`config.mk`:
```
export PLATFORM = sky130hd
export DESIGN_NAME = slink_crc_append
export DESIGN_NICKNAME = d
export VERILOG_FILES = /design/src/rtl/slink_crc_append.sv
export SDC_FILE = /design/constraint.sdc
export NUM_CORES = 1
export LEC_CHECK = 0
export ABC_CLOCK_PERIOD_IN_PS = 1900
export CORE_ASPECT_RATIO = 1.2
export CORE_MARGIN = 2
export CORE_UTILIZATION = 50
export CTS_CLUSTER_DIAMETER = 50
export DETAILED_ROUTE_END_ITERATION = 8
export GPL_ROUTABILITY_DRIVEN = 0
export PLACE_DENSITY = 0.87
export SLEW_MARGIN = 15
export SYNTH_ARGS = -nofsm -noshare
export SYNTH_HDL_FRONTEND = slang
export SYNTH_SLANG_ARGS = --single-unit
```
`constraint.sdc`:
```
create_clock -name clk -period 1.9 [get_ports clk]
set_input_delay 0.57 -clock clk [delete_from_list [all_inputs] [get_ports clk]]
set_output_delay 0.57 -clock clk [all_outputs]
set_load 0.1 [all_outputs]
```
`src/rtl/slink_crc_append.sv`:
```
// slink_crc_append: byte-stream pass-through that optionally appends a CRC-16/MCRF4XX trailer per packet.
module slink_crc_append #(
  parameter bit LSB_FIRST = 1
) (
  input  logic        clk,
  input  logic        reset_n,
  input  logic        in_valid,
  output logic        in_ready,
  input  logic [7:0]  in_data,
  input  logic        in_last,
  input  logic        crc_en,
  output logic        out_valid,
  input  logic        out_ready,
  output logic [7:0]  out_data,
  output logic        out_last,
  output logic [15:0] crc_value
);
  typedef enum logic [1:0] {PAYLOAD, CRC_A, CRC_B} state_t;
  state_t state, state_nx;
  logic [15:0] acc, crc_nx;
  logic [7:0] crc_first, crc_second;
  logic en_l, pkt_start, a_loaded, accept, en_eff;
  function automatic logic [15:0] crc_byte(input logic [15:0] c, input logic [7:0] d);
    logic [15:0] r;
    r = c ^ {8'h00, d};
    for (int i = 0; i < 8; i++) r = r[0] ? (r >> 1) ^ 16'h8408 : r >> 1;
    return r;
  endfunction
  assign accept     = in_valid && in_ready;
  assign en_eff     = pkt_start ? crc_en : en_l;
  assign crc_nx     = crc_byte(acc, in_data);
  assign crc_first  = LSB_FIRST ? crc_value[7:0] : crc_value[15:8];
  assign crc_second = LSB_FIRST ? crc_value[15:8] : crc_value[7:0];
  always_ff @(posedge clk or negedge reset_n) begin
    if (!reset_n) state <= PAYLOAD;
    else state <= state_nx;
  end
  // CRC_A spans the last payload byte draining and then the first CRC byte on the output register
  always_comb begin
    state_nx = state;
    if (state == PAYLOAD && accept && in_last && en_eff) state_nx = CRC_A;
    else if (state == CRC_A && out_ready && a_loaded) state_nx = CRC_B;
    else if (state == CRC_B && out_ready) state_nx = PAYLOAD;
  end
  always_comb begin
    in_ready = reset_n && state == PAYLOAD && (!out_valid || out_ready);
  end
  always_ff @(posedge clk or negedge reset_n) begin
    if (!reset_n) begin
      out_valid <= 1'b0;
      out_data  <= 8'h00;
      out_last  <= 1'b0;
      acc       <= 16'hFFFF;
      crc_value <= 16'hFFFF;
      en_l      <= 1'b0;
      pkt_start <= 1'b1;
      a_loaded  <= 1'b0;
    end else if (accept) begin
      out_valid <= 1'b1;
      out_data  <= in_data;
      out_last  <= in_last && !en_eff;
      pkt_start <= in_last;
      a_loaded  <= 1'b0;
      if (pkt_start) en_l <= crc_en;
      if (in_last) acc <= 16'hFFFF;
      else if (en_eff) acc <= crc_nx;
      if (in_last && en_eff) crc_value <= crc_nx;
    end else if (state == CRC_A && out_ready) begin
      out_data <= a_loaded ? crc_second : crc_first;
      out_last <= a_loaded;
      a_loaded <= 1'b1;
    end else if (state != CRC_A && out_ready) begin
      out_valid <= 1'b0;
    end
  end
endmodule

```
# Yosys cells after proc, flatten, opt, wreduce, memory -nomap -nowiden

Cells that the tools add are included.

Output and inout bits: 27
RAM bits: 0
Register bits after elaboration: 47
Word-level logic and storage cells: 69
Memories: 0
Input bits: 14
Bits in latches: 0
Bits in read-only memories: 0

Reductions and logical operators: 23
Div/mod/pow operators: 0
Multiplexer cells: 24
$lt $le $gt $ge: 0
Equal/unequal tests: 4
Shift operators: 0
Add/subtract/negate cells: 0
Multiply operators: 0
Bitwise operators: 9

Operators with widths:

| cell                                                   | count |
|---|---|
| 2-to-1 mux 16 bit                                      | 10 |
| 2-to-1 mux 8 bit                                       | 3 |
| inverter 2 -> 3 bit                                    | 8 |
| XOR 16 x 8 -> 16 bit                                   | 1 |
| logical AND 1 bit                                      | 12 |
| 2-to-1 mux 1 bit                                       | 8 |
| 2-to-1 mux 2 bit                                       | 3 |
| AND reduction 2 bit                                    | 3 |
| nonzero test 2 bit                                     | 3 |
| nonzero test 3 bit                                     | 1 |
| equality test 2 x 1 -> 1 bit (second input constant)   | 1 |
| equality test 2 bit (second input constant)            | 1 |
| zero test 1 bit                                        | 2 |
| zero test 2 bit                                        | 1 |
| inequality test 2 x 1 -> 1 bit (second input constant) | 1 |
| inequality test 2 bit (second input constant)          | 1 |
| logical OR 1 bit                                       | 1 |

# Depth between registers and ports, before layout

Gate-level depths: netlist of the first run.

Word-level depth: 19
Mapped depth: 5
Gate-level depth less buffers: 4

# Least setup slack after synthesis of the first run

Ideal clock, no wire load.

Path type: reg-to-output
Start point: register out_valid
End point: output port in_ready
Path buffers: 0
Setup slack: -2,870 ps
Arrival: 4,200 ps
Data required time: 1,330 ps
Cell stages (with the launch flop): 3
Path through: dfrtp_1 nor2b_2 nor4b_1

Word-level cells in the longest chain between the ends: 3

RTL lines:

| what                   | RTL line | RTL |
|---|---|---|
| start, declared        | 12       | `output logic out_valid,` |
| start signal, assigned | 50       | `out_valid <= 1'b0;` |
| start signal, assigned | 59       | `out_valid <= 1'b1;` |
| start signal, assigned | 73       | `out_valid <= 1'b0;` |
| zero test 1 bit        | 46       | `in_ready = reset_n && state == PAYLOAD && (!out_valid \|\| out_ready);` |
| logical OR 1 bit       | 46       |  |
| logical AND 1 bit      | 46       |  |
| end, declared          | 8        | `output logic in_ready,` |

No other way between the ends.

# Worst setup path in the final report of the first run

Same ends and word-level chain as after synthesis.

==> impl_summary.md, run 1 <==
Yosys
Yosys mapped the design onto 37 distinct sky130hd cell types. The total of flip-flops plus latches after synthesis is 47. For this run, the register share of the synthesized area comes to 0.525. After synthesis, the mean cell area works out to 11.7 um^2. The prevailing post-synth register cell is sky130_fd_sc_hd__dfstp_2. The number of nets handed over by synthesis was 213. For this run, asynchronously set or reset flops after synthesis account for 1.00. The number of enable-type register cells in the synthesized netlist is 0.

In this run the cell area of the synthesized design comes to 2320 um^2. The cell count after synthesis came out at 199. Yosys printed 0 warnings.

Floorplanning
Pin placement for this block handled 41 I/O pins. The core area is 4530 um^2. The x dimension of the die is 66.2 um. The die covers 5200 um^2. The effective utilization at floorplan is 0.512. After floorplanning, the core was divided into 27 placement rows. The die is 78.6 um tall.

Worst hold path
The type of the worst min-delay path is in2async.

Timing
The total negative slack is -0.0867 ns. The ratio of final minimum period to clock period is 1.05. Setup repair after global routing could not meet its margin everywhere. At the pin with the least slew margin, the transition time is 0.576 ns. The final-report max-slew violation count came to 0.

The worst-case headroom to the max-slew limit is 0.616. The worst clock skew is 0.0155 ns. The final hold violation count is 0. In the post-route analysis, the smallest setup slack over all paths is -0.0867 ns. Across all hold checks on the routed design, the worst slack comes to 0.432 ns. The count of final setup violators is 1. Counting I/O delays and the setup requirement, the final critical path takes 1.99 ns. The maximum operating frequency is 0.503 GHz.

Place
In this run the tool buffered the top-level ports with 40 buffer cells. Counting tap cells, the placed design contains a total of 317 instances. The post-placement worst setup slack is -0.373 ns.

The HPWL after detailed placement is 4.11 mm.

Route
The number of DRC violations after detailed-routing iteration 0 is 113. The first detailed-routing pass ran for 5 iterations. The count of unresolved DRC violations after routing is 0. The detailed-route vias per instance is 5.72. The routed wire length per instance is 18.2 um. The overall routed net length is 5.95 mm. The antenna violation net count after detailed routing is 0.

The total number of vias is 1871.

Final layout
The area growth from synthesis to layout is 46.7%. The leading cell type in the layout, fill and taps excluded is sky130_fd_sc_hd__dfstp_2. Excluding fillers, the count of instances in the completed layout stands at 327. The filler cells instantiated in the layout total 295. The top cell types in the final layout, fill and taps aside, are sky130_fd_sc_hd__dfstp_2 (33), sky130_fd_sc_hd__buf_12 (30), sky130_fd_sc_hd__buf_4 (28). The final layout net count is 282. The number of antenna repair diodes is 0. The share of cells above drive strength 1 is 0.454.

Setup path
The required time of the critical path is 1.33 ns. The kind of end point of the critical path is an output port. The slowest stage of the critical path is the sky130_fd_sc_hd__dfrtp_4 cell. In this design, the stage delay of the slowest critical-path cell is 0.48 ns. The maximum fanout along the worst path is 2.

STA puts the critical path data arrival time at 1.42 ns. The worst setup path is launched from a flop. The critical path is of the reg2out type. The critical path goes through nor2b_4 > nor4b_4 > buf_12.

Global route
The total congestion overflow after global routing is 0. The total routing usage reported by global routing is 0.248. The wire length of the first global-routing pass is 9.63 mm. The number of global-route vias before repair is 1989. The initial antenna violation count is 0. The maximum number of pins on one net before global-route repair is 48.

CTS
The clock tree from TritonCTS is yes. The buffer cell driving the clock tree root is sky130_fd_sc_hd__clkbuf_8. For the worst-skew pair, the clock arrives at the later sink with an insertion delay of 0.32 ns. Clock tree synthesis found a total of 47 sinks. The clock slew seen by the registers of the worst setup and hold paths is 0.10 ns. The H-tree level count is 2.

The maximum count of clock buffers along a single path is 2. Buffers inserted during clock tree synthesis total 5.

Run status
The flow ran to the end, but the final reports show violations. The checks that failed: setup timing.

Run
The tool flagged a number of max-cap violations equal to 0.
final timing paths:
path	from	cells past startpoint	end	slack, ns
setup / recovery	out_valid$_DFFE_PN0P_	3	in_ready	-0.09
hold / removal	reset_n	2	out_data[0]$_DFFE_PN0P_	0.43
setup reg to reg	pkt_start$_DFFE_PN1P_	4	crc_value[15]$_DFFE_PN1P_	0.20
hold reg to reg	crc_value[0]$_DFFE_PN1P_	2	crc_value[0]$_DFFE_PN1P_	0.51
max in group asynchronous	reset_n	2	out_valid$_DFFE_PN0P_	1.02
min in group clk	crc_value[0]$_DFFE_PN1P_	2	crc_value[0]$_DFFE_PN1P_	0.51
cells by family after synthesis:
kind of cell / Yosys count / share of synthesized area
muxes: 12 / 0.0534
AOI/OAI and AO/OA: 57 / 0.167
and+or+nand+nor: 46 / 0.110
DFF: 47 / 0.525
xor gates and xnor gates: 25 / 0.120
buffers and inverters: 12 / 0.0243
critical path, delay by kind of cell (launching register included):
family	cells	cell delay, ns
simple gates	2	0.42
buf+inv	1	0.22
flops	1	0.48
area by class of cell:
type / instances / area [um^2] / share of cell area
clock inverters: 3 / 20.0 / 0.00588
multi-input cells: 140 / 1070 / 0.313
clock buffers: 5 / 68.8 / 0.0202
well taps: 58 / 72.6 / 0.0213
flip-flops and latches: 47 / 1220 / 0.359
repair buffers: 72 / 946 / 0.278
inverters: 2 / 7.51 / 0.00221
per-stage QoR:
step,utilization,cell area (um^2)
after floorplan,-,2340
after global placement,0.728,3300
after detailed placement,0.728,3300
after CTS,0.749,3390
after global routing,0.752,3400
final,0.752,3400
flip-flops by register name, summed over array words and instances, names as in the netlist:
| name | count |
|---|---|
| pkt_start | 1 |
| out_last | 1 |
| out_data | 8 |
| a_loaded | 1 |
| out_valid | 1 |
| state | 2 |
| en_l | 1 |
| crc_value | 16 |
| acc | 16 |
timing repair:
item,CTS,global route
pin swaps,1,0
setup endpoints to repair,8,9
hold buffers,0,0
buffers inserted,1,1
gates resized for setup,1,2
synthesized netlist by cell type (2+ instances only):
| cell | n | area (um^2) |
|---|---|---|
| sky130_fd_sc_hd__inv_1 | 2 | 7.51 |
| sky130_fd_sc_hd__clkbuf_1 | 3 | 11.3 |
| sky130_fd_sc_hd__o21ai_1 | 5 | 25.0 |
| sky130_fd_sc_hd__nor2_1 | 14 | 52.6 |
| sky130_fd_sc_hd__o22a_1 | 7 | 61.3 |
| sky130_fd_sc_hd__dfstp_2 | 33 | 867 |
| sky130_fd_sc_hd__xnor2_1 | 10 | 87.6 |
| sky130_fd_sc_hd__or3_1 | 2 | 12.5 |
| sky130_fd_sc_hd__nand2_1 | 17 | 63.8 |
| sky130_fd_sc_hd__a21oi_1 | 10 | 50.1 |
| sky130_fd_sc_hd__buf_2 | 6 | 30.0 |
| sky130_fd_sc_hd__dfrtp_1 | 14 | 350 |
| sky130_fd_sc_hd__xnor2_2 | 7 | 114 |
| sky130_fd_sc_hd__o21ai_0 | 17 | 85.1 |
| sky130_fd_sc_hd__mux2i_1 | 9 | 90.1 |
| sky130_fd_sc_hd__xor2_1 | 7 | 61.3 |
| sky130_fd_sc_hd__a2bb2oi_1 | 8 | 70.1 |
| sky130_fd_sc_hd__mux2_2 | 3 | 33.8 |
| sky130_fd_sc_hd__a221o_1 | 7 | 70.1 |
routing by layer:
metal,share of wire,GRT usage
met1,0.41,0.309
met2,0.53,0.416
met3,0.032,0.0473
met4,0.024,0.106
met5,0,0
Power of run 1 is not shown: default switching activity piles up to over one toggle a cycle in this logic, so the estimate is an artifact.
==> run 2: changes to the inputs <==
CORE_MARGIN = 5   (was 2)
==> run 2 against run 1 <==
  * Critical endpoint unchanged
  * Sequential cell count did not move
  * Die area rose by 17%
  * Global-route usage fell by 3.1 points
  * Fmax rose by 0.64%
  * Register-to-register slack got worse by 0.03 ns
  * Hold slack got worse by 0.13 ns
  * Clock skew fell by 0.0049 ns
  * First-iteration DRC count rose by 1.8%
  * Sequential share of layout area barely moved
  * Wire length rose by 1.0%
  * Utilization fell by 0.50 points
  * Critical path type unchanged
  * Largest cell class unchanged
  * Cell count rose by 0.31%
  * The run still ends with setup timing left
==> impl_summary.md, run 2 (synthesis gave the netlist of run 1 again) <==
Floorplanning
The number of placement rows came to 27 (unchanged). The number of ports placed on the die boundary is 41 (unchanged). The die height is 84.6 um (+7.6%).

The overall die area is 6110 um^2 (+17%). The core area came to 4560 um^2 (+0.75%). The x dimension of the die is 72.2 um (+9.1%). The effective utilization at floorplan came to 0.509 (-0.00380).

Route
The overall routed net length is 6.02 mm (+1.0%). The count of unresolved DRC violations after routing is 0 (unchanged). The detailed-route vias per instance is 5.56 (-2.8%). The number of DRC violations after detailed-routing iteration 0 is 115 (+1.8%). The antenna violation net count after detailed routing came to 0 (unchanged). The number of search-and-repair iterations in the first detailed-routing pass is 4 (-1).

The total number of vias came to 1825 (-2.5%). The routed wire length per instance is 18.3 um (+0.73%).

Timing
The transition time at the pin with the least slew margin came to 0.579 ns (+0.00314 ns). The count of final setup violators is 1 (unchanged). The minimum clock period after layout is 1.97 ns (-0.0126 ns). The final-report max-slew violation count is 0 (unchanged).

The worst-case headroom to the max-slew limit is 0.614 (-0.00209). The maximum operating frequency is 0.507 GHz (+0.64%). The final hold violation count came to 0 (unchanged). The final worst setup slack is -0.0741 ns (+0.0126 ns). The ratio of final minimum period to clock period was 1.04 (-0.00664). Setup repair after global routing could not meet its margin everywhere.

The worst clock skew is 0.0105 ns (-0.00493 ns).

CTS
The buffer cell driving the clock tree root is sky130_fd_sc_hd__clkbuf_8. The clock insertion delay at the later pin of the skew report is 0.30 ns (-0.02 ns). The maximum count of clock buffers along a single path came to 2 (unchanged). The hold buffer count at CTS is 0 (unchanged). TritonCTS built the clock tree. The H-tree level count is 2 (unchanged). The number of CTS-inserted buffers is 5 (unchanged). The clock slew seen by the registers of the worst setup and hold paths came to 0.08 ns (-0.02 ns).

The number of sinks on the clock net was 47 (unchanged).

Final layout
The total non-filler cell area in the finished layout was 3400 um^2 (about the same). The share of cells above drive strength 1 came to 0.456 (+0.00202). In the final layout, the registers with the most flip-flops are acc: 16 flops, crc_value: 16 flops, out_data: 8 flops. The number of antenna repair diodes was 0 (unchanged). The leading cell type in the layout, fill and taps excluded is sky130_fd_sc_hd__dfstp_2. The final layout net count is 283 (+0.35%).

The share of the core filled with cells in the final layout is 0.747 (-0.00502). The area overhead of the layout relative to synthesis is 46.8% (about the same). The top cell types in the final layout, fill and taps aside, are sky130_fd_sc_hd__dfstp_2 (33), sky130_fd_sc_hd__buf_4 (32), sky130_fd_sc_hd__buf_12 (28). The fill cell instance count of the final layout is 284 (-3.7%).

Run
The max-capacitance violation count was 0 (unchanged).

Global route
The initial antenna violation count is 0 (unchanged). The total routing usage reported by global routing is 0.217 (-0.0307). The total congestion overflow after global routing came to 0 (unchanged).

The maximum number of pins on one net before global-route repair came to 30 (-38%). The number of global-route vias before repair is 2013 (+1.2%). The wire length of the first global-routing pass was 10.2 mm (+5.9%).

Worst hold path
The type of the worst min-delay path is in2async.

Place
The post-placement cell area was 3280 um^2 (-0.53%). The sum of net half-perimeters after detailed placement came to 4.50 mm (+9.4%). The number of port buffers is 40 (unchanged).

Setup path
The maximum fanout along the worst path was 2 (unchanged). The data arrival time of the worst path was 1.40 ns (-0.02 ns). The required time of the critical path is 1.33 ns (about the same). The critical setup path kind is reg2out. The worst setup path is launched from a flop. STA classifies the critical path endpoint as an output port.

Run status
The run finished, with violations left. The final reports fail on setup timing.
-- run 2: cell count changes in the layout (fill, tap and decap cells not counted), sizes merged --
| cell | before | now |
|---|---|---|
| clkinv | 1 | 2 |
| bufinv | 0 | 1 |
| buf | 60 | 61 |
| clkinvlp | 2 | 0 |
-- run 2: worst paths after layout --
path	from	endpoint	slack, ns	depth (start not counted)
worst min register to register	crc_value[4]$_DFFE_PN1P_	crc_value[4]$_DFFE_PN1P_	0.50	2
worst max register to register	pkt_start$_DFFE_PN1P_	crc_value[15]$_DFFE_PN1P_	0.17	4
worst min-delay path	reset_n	out_data[0]$_DFFE_PN0P_	0.30	2
max in group asynchronous	reset_n	acc[12]$_DFFE_PN1P_	1.23	2
worst max-delay path	out_valid$_DFFE_PN0P_	in_ready	-0.07	3
min in group clk	crc_value[4]$_DFFE_PN1P_	crc_value[4]$_DFFE_PN1P_	0.50	2
-- run 2: per-layer routing --
layer	wire, um	vias to the layer above	track usage
met5	0	-	0
met4	212	0	0.116
met3	249	18	0.0335
met2	3170	52	0.374
met1	2380	907	0.254
li1	-	848	-
-- run 2: per-stage QoR --
step                std cells  setup TNS, ns  worst slack (ns)  hold slack, ns
floorplan                 199         -0.572            -0.572           0.274
global placement          318          -7.71            -0.336           0.479
detailed placement        318          -8.87            -0.362           0.492
CTS                       327        -0.0892           -0.0892           0.303
global route              328         -0.111            -0.111           0.323
finish                    328        -0.0741           -0.0741           0.302
-- run 2: layout make-up --
type | count | area [um^2] | area share
Multi-Input combinational cell | 140 | 1070 | 0.313
Tap cell | 58 | 72.6 | 0.0213
Clock inverter | 3 | 43.8 | 0.0129
Timing Repair Buffer | 73 | 925 | 0.272
Sequential cell | 47 | 1220 | 0.359
Clock buffer | 5 | 68.8 | 0.0202
Inverter | 2 | 7.51 | 0.00221
-- run 2: repair_timing --
action	4_1_cts	5_1_grt
gates cloned	0	0
pin swaps	1	1
setup buffers	1	1
resized for setup	1	0
endpoints found under the hold margin	0	0
endpoints found under the setup margin	1	6
-- run 2: critical path, cell delays in order, from the launching register on --
cell	delay [ns]
sky130_fd_sc_hd__dfrtp_4	0.48
sky130_fd_sc_hd__nor2b_4	0.14
sky130_fd_sc_hd__nor4b_4	0.26
sky130_fd_sc_hd__buf_12	0.21
Power of run 2 is left out for the same reason.
==> run 3: changes to the inputs <==
ABC_AREA = 1   (was not set)
SLEW_MARGIN = 40   (was 15)
==> run 3 against run 2 <==
  * The flow now finishes without violations
  * Sequential share of layout area shrank 1.6 points
  * Via count grew 34%
  * Critical path depth grew 1
  * Fmax grew 5.8%
  * Utilization shrank 1.9 points
  * Sequential cell count is the same
  * Count of clock-buffer cells in the layout grew 1
  * Cell area grew 4.7%
  * Hold slack gained 0.074 ns
  * Global-route usage grew 0.98 points
  * Setup slack gained 0.11 ns
  * Cell count grew 36%
  * Critical endpoint unchanged
  * Largest cell class unchanged
==> impl_summary.md, run 3 <==
Run status
The run finished with clean final reports.

CTS
The H-tree level count is 2 (unchanged). The clock insertion delay at the later pin of the skew report came to 0.30 ns (about the same). The clock slew seen by the registers of the worst setup and hold paths was 0.09 ns (about the same). The clock tree from TritonCTS is yes. The number of sinks on the clock net is 47 (unchanged). The number of CTS-inserted buffers came to 5 (unchanged). The maximum count of clock buffers along a single path is 2 (unchanged). CTS placed an instance of sky130_fd_sc_hd__clkbuf_8 at the clock tree root. The hold buffer count at CTS is 0 (unchanged).

Global route
The total routing usage reported by global routing was 0.227 (+0.00985). The layer with the highest usage after global routing is met2. The initial antenna violation count is 0 (unchanged).

The maximum number of pins on one net before global-route repair is 48 (+60%). The global-route track usage on met3 came to 0.0370 (+0.00342). The total congestion overflow after global routing is 0 (unchanged).

The wire length of the first global-routing pass is 11.4 mm (+12%). The number of global-route vias before repair came to 2500 (+24%). The global routing usage on met1 is 0.269 (+0.0145). The met2 capacity usage during global routing is 0.384 (+0.0100).

Floorplanning
The number of placement rows is 28 (+3.7%). The core area is 4900 um^2 (+7.5%). The effective utilization at floorplan is 0.510 (+0.00131). The number of ports placed on the die boundary is 41 (unchanged). The x dimension of the die came to 74.6 um (+3.3%). The die height is 87.5 um (+3.4%). The overall die area is 6520 um^2 (+6.8%).

Yosys
The total nets after synthesis is 335 (+57%). The register area share after synthesis is 0.487 (-0.0381). After synthesis, the cell types taking the most area are sky130_fd_sc_hd__dfstp_2 (35%), sky130_fd_sc_hd__nand2_1 (22%), sky130_fd_sc_hd__dfrtp_1 (14%). The portion of synthesized cell area occupied by the leading cell type is 0.347 (-0.0271). The fraction of registers with async set/reset is 1.00 (unchanged). The instance count of the mapped netlist is 321 (+61%). The post-synthesis area per instance was 7.79 um^2 (-33%).

The count of yosys warnings during synthesis is 0 (unchanged). The post-synthesis cell type with the largest combined area is sky130_fd_sc_hd__dfstp_2. The total of flip-flops plus latches after synthesis is 47 (unchanged). The distinct cell type count after synthesis is 23 (-38%). The commonest cells after synthesis are sky130_fd_sc_hd__nand2_1 (146), sky130_fd_sc_hd__dfstp_2 (33), sky130_fd_sc_hd__inv_1 (27). The number of enable-type register cells in the synthesized netlist was 0 (unchanged). The most instantiated library cell after synthesis is sky130_fd_sc_hd__nand2_1. For this run, the leading register cell type out of synthesis is sky130_fd_sc_hd__dfstp_2. The summed instance area of the synthesized netlist is 2500 um^2 (+7.8%).

Final layout
The share of cells above drive strength 1 was 0.328 (-0.127). The library cells used most frequently in the layout, excluding fill and tap cells, are sky130_fd_sc_hd__nand2_1 (141), sky130_fd_sc_hd__dfstp_2 (33), sky130_fd_sc_hd__buf_12 (29). The filler-free cell count of the finished design was 447 (+36%).

The largest registers in the layout are acc: 16 flops, crc_value: 16 flops, out_data: 8 flops. The total area of multi-input combinational cells is 1160 um^2 (+9.2%). The library cell used most frequently in the layout, excluding fill and tap cells, is sky130_fd_sc_hd__nand2_1. The fill cell instance count of the final layout is 309 (+8.8%). The area taken by flip-flops and latches was 1220 um^2 (unchanged). The share of the core filled with cells in the final layout is 0.727 (-0.0195). The final layout net count is 400 (+41%). The number of antenna repair diodes was 0 (unchanged).

The area overhead of the layout relative to synthesis is 42.6%.

Route
The count of unresolved DRC violations after routing was 0 (unchanged). The overall routed net length was 6.77 mm (+13%). The routed wire length per instance was 15.1 um (-17%). The detailed-route vias per instance came to 5.45 (-2.0%). The total number of vias was 2438 (+34%).

The number of DRC violations after detailed-routing iteration 0 is 185 (+61%). The number of search-and-repair iterations in the first detailed-routing pass is 5 (+1). The antenna violation net count after detailed routing is 0 (unchanged).

Setup path
The worst setup path is captured at an output port. The worst register-to-register path begins at state[1]$_DFFE_PN0P_. The required time of the critical path is 1.33 ns (about the same). The kind of start point of the critical path is a flop. The slack of the worst reg-to-reg path is 0.20 ns (+0.03 ns). The maximum fanout along the worst path is 3 (+1). The logic depth of the worst register-to-register path is 8 (+4). The data arrival time of the worst path is 1.30 ns (-0.10 ns). The endpoint identified for the worst register-to-register timing path is acc[1]$_DFFE_PN1P_. The critical setup path kind is reg2out.

Timing
The final worst setup slack was 0.0342 ns (+0.108 ns). The worst clock skew is 0.00768 ns (-0.00285 ns). The worst-case headroom to the max-slew limit came to 0.608 (-0.00633). The maximum operating frequency came to 0.536 GHz (+5.8%). The minimum clock period after layout is 1.87 ns (-0.108 ns). The final-report max-slew violation count was 0 (unchanged). The final hold violation count is 0 (unchanged). The ratio of final minimum period to clock period is 0.982 (-0.0570). Setup repair after global routing could not meet its margin everywhere.

The count of final setup violators came to 0 (-1). The total negative slack is 0 ns (+0.0741 ns). The transition time at the pin with the least slew margin is 0.588 ns (+0.00950 ns).

Worst hold path
The type of the worst min-delay path is in2async.

Place
The sum of net half-perimeters after detailed placement came to 4.84 mm (+7.5%). The number of port buffers is 40 (unchanged). The cell total after placement is 438 (+38%). The post-placement worst setup slack came to -0.177 ns (+0.185 ns).

Run
The max-capacitance violation count is 0 (unchanged).
==> run 3: cell count changes in the layout (fill, tap and decap cells not counted), sizes merged, moves of 3 or more <==
cell,before,now
nand2,17,147
inv,2,30
xnor2,17,1
nand3,2,17
buf,61,50
mux2i,9,0
a221o,8,0
a2bb2oi,8,0
nor2,16,24
o22a,7,0
mux2,3,7
xor2,8,4
o21ai,22,25
==> run 3: routing by layer <==
layer	part of all wire	up-vias
li1	-	1127
met1	0.40	1173
met2	0.51	103
met3	0.052	35
met4	0.041	0
met5	0	-
==> run 3: final cells by class <==
cell class / count / share of cell area
clock inverters: 2 / 0.0168
well taps: 60 / 0.0211
inverters: 31 / 0.0333
multi-input cells: 239 / 0.326
repair buffers: 62 / 0.240
clock buffers: 6 / 0.0204
flip-flops and latches: 47 / 0.342
==> run 3: worst max path at each step <==
stage	startpoint	endpoint	slack, ns	cells past startpoint
global route	state[0]$_DFFE_PN0P_	in_ready	-0.02	4
global placement	out_ready	in_ready	-0.14	4
detailed placement	out_ready	acc[1]$_DFFE_PN1P_	-0.18	7
floorplan	out_valid$_DFFE_PN0P_	crc_value[1]$_DFFE_PN1P_	-0.16	9
CTS	state[0]$_DFFE_PN0P_	in_ready	0.006	4
finish	state[1]$_DFFE_PN0P_	in_ready	0.03	4
==> run 3: cells by family (layout without fill, tap and decap cells) <==
logic type,after synthesis,count (layout),synth area share
simple gates,192,192,0.321
flops,47,47,0.487
compound gates,35,35,0.0820
buf+inv,35,101,0.0615
mux,7,7,0.0315
xor+xnor,5,5,0.0175
==> run 3: critical path, cell delays in order (launching register included) <==
cell                      delay, ns
sky130_fd_sc_hd__dfrtp_1       0.42
sky130_fd_sc_hd__nor2_2        0.16
sky130_fd_sc_hd__nand2_2       0.08
sky130_fd_sc_hd__nor2_4        0.15
sky130_fd_sc_hd__buf_12        0.19
==> run 3: timing repair <==
item	CTS	global route
setup endpoints to repair	1	1
setup buffers	1	0
gates resized for setup	1	2
pin swaps	1	2
==> run 3: per-stage QoR <==
stage,area (um^2),hold slack (ns)
2_1_floorplan,2540,0.274
3_3_place_gp,3420,0.480
3_5_place_dp,3420,0.484
4_1_cts,3560,0.384
5_1_grt,3570,0.437
6_report,3570,0.375
Power of run 3 is left out for the same reason.
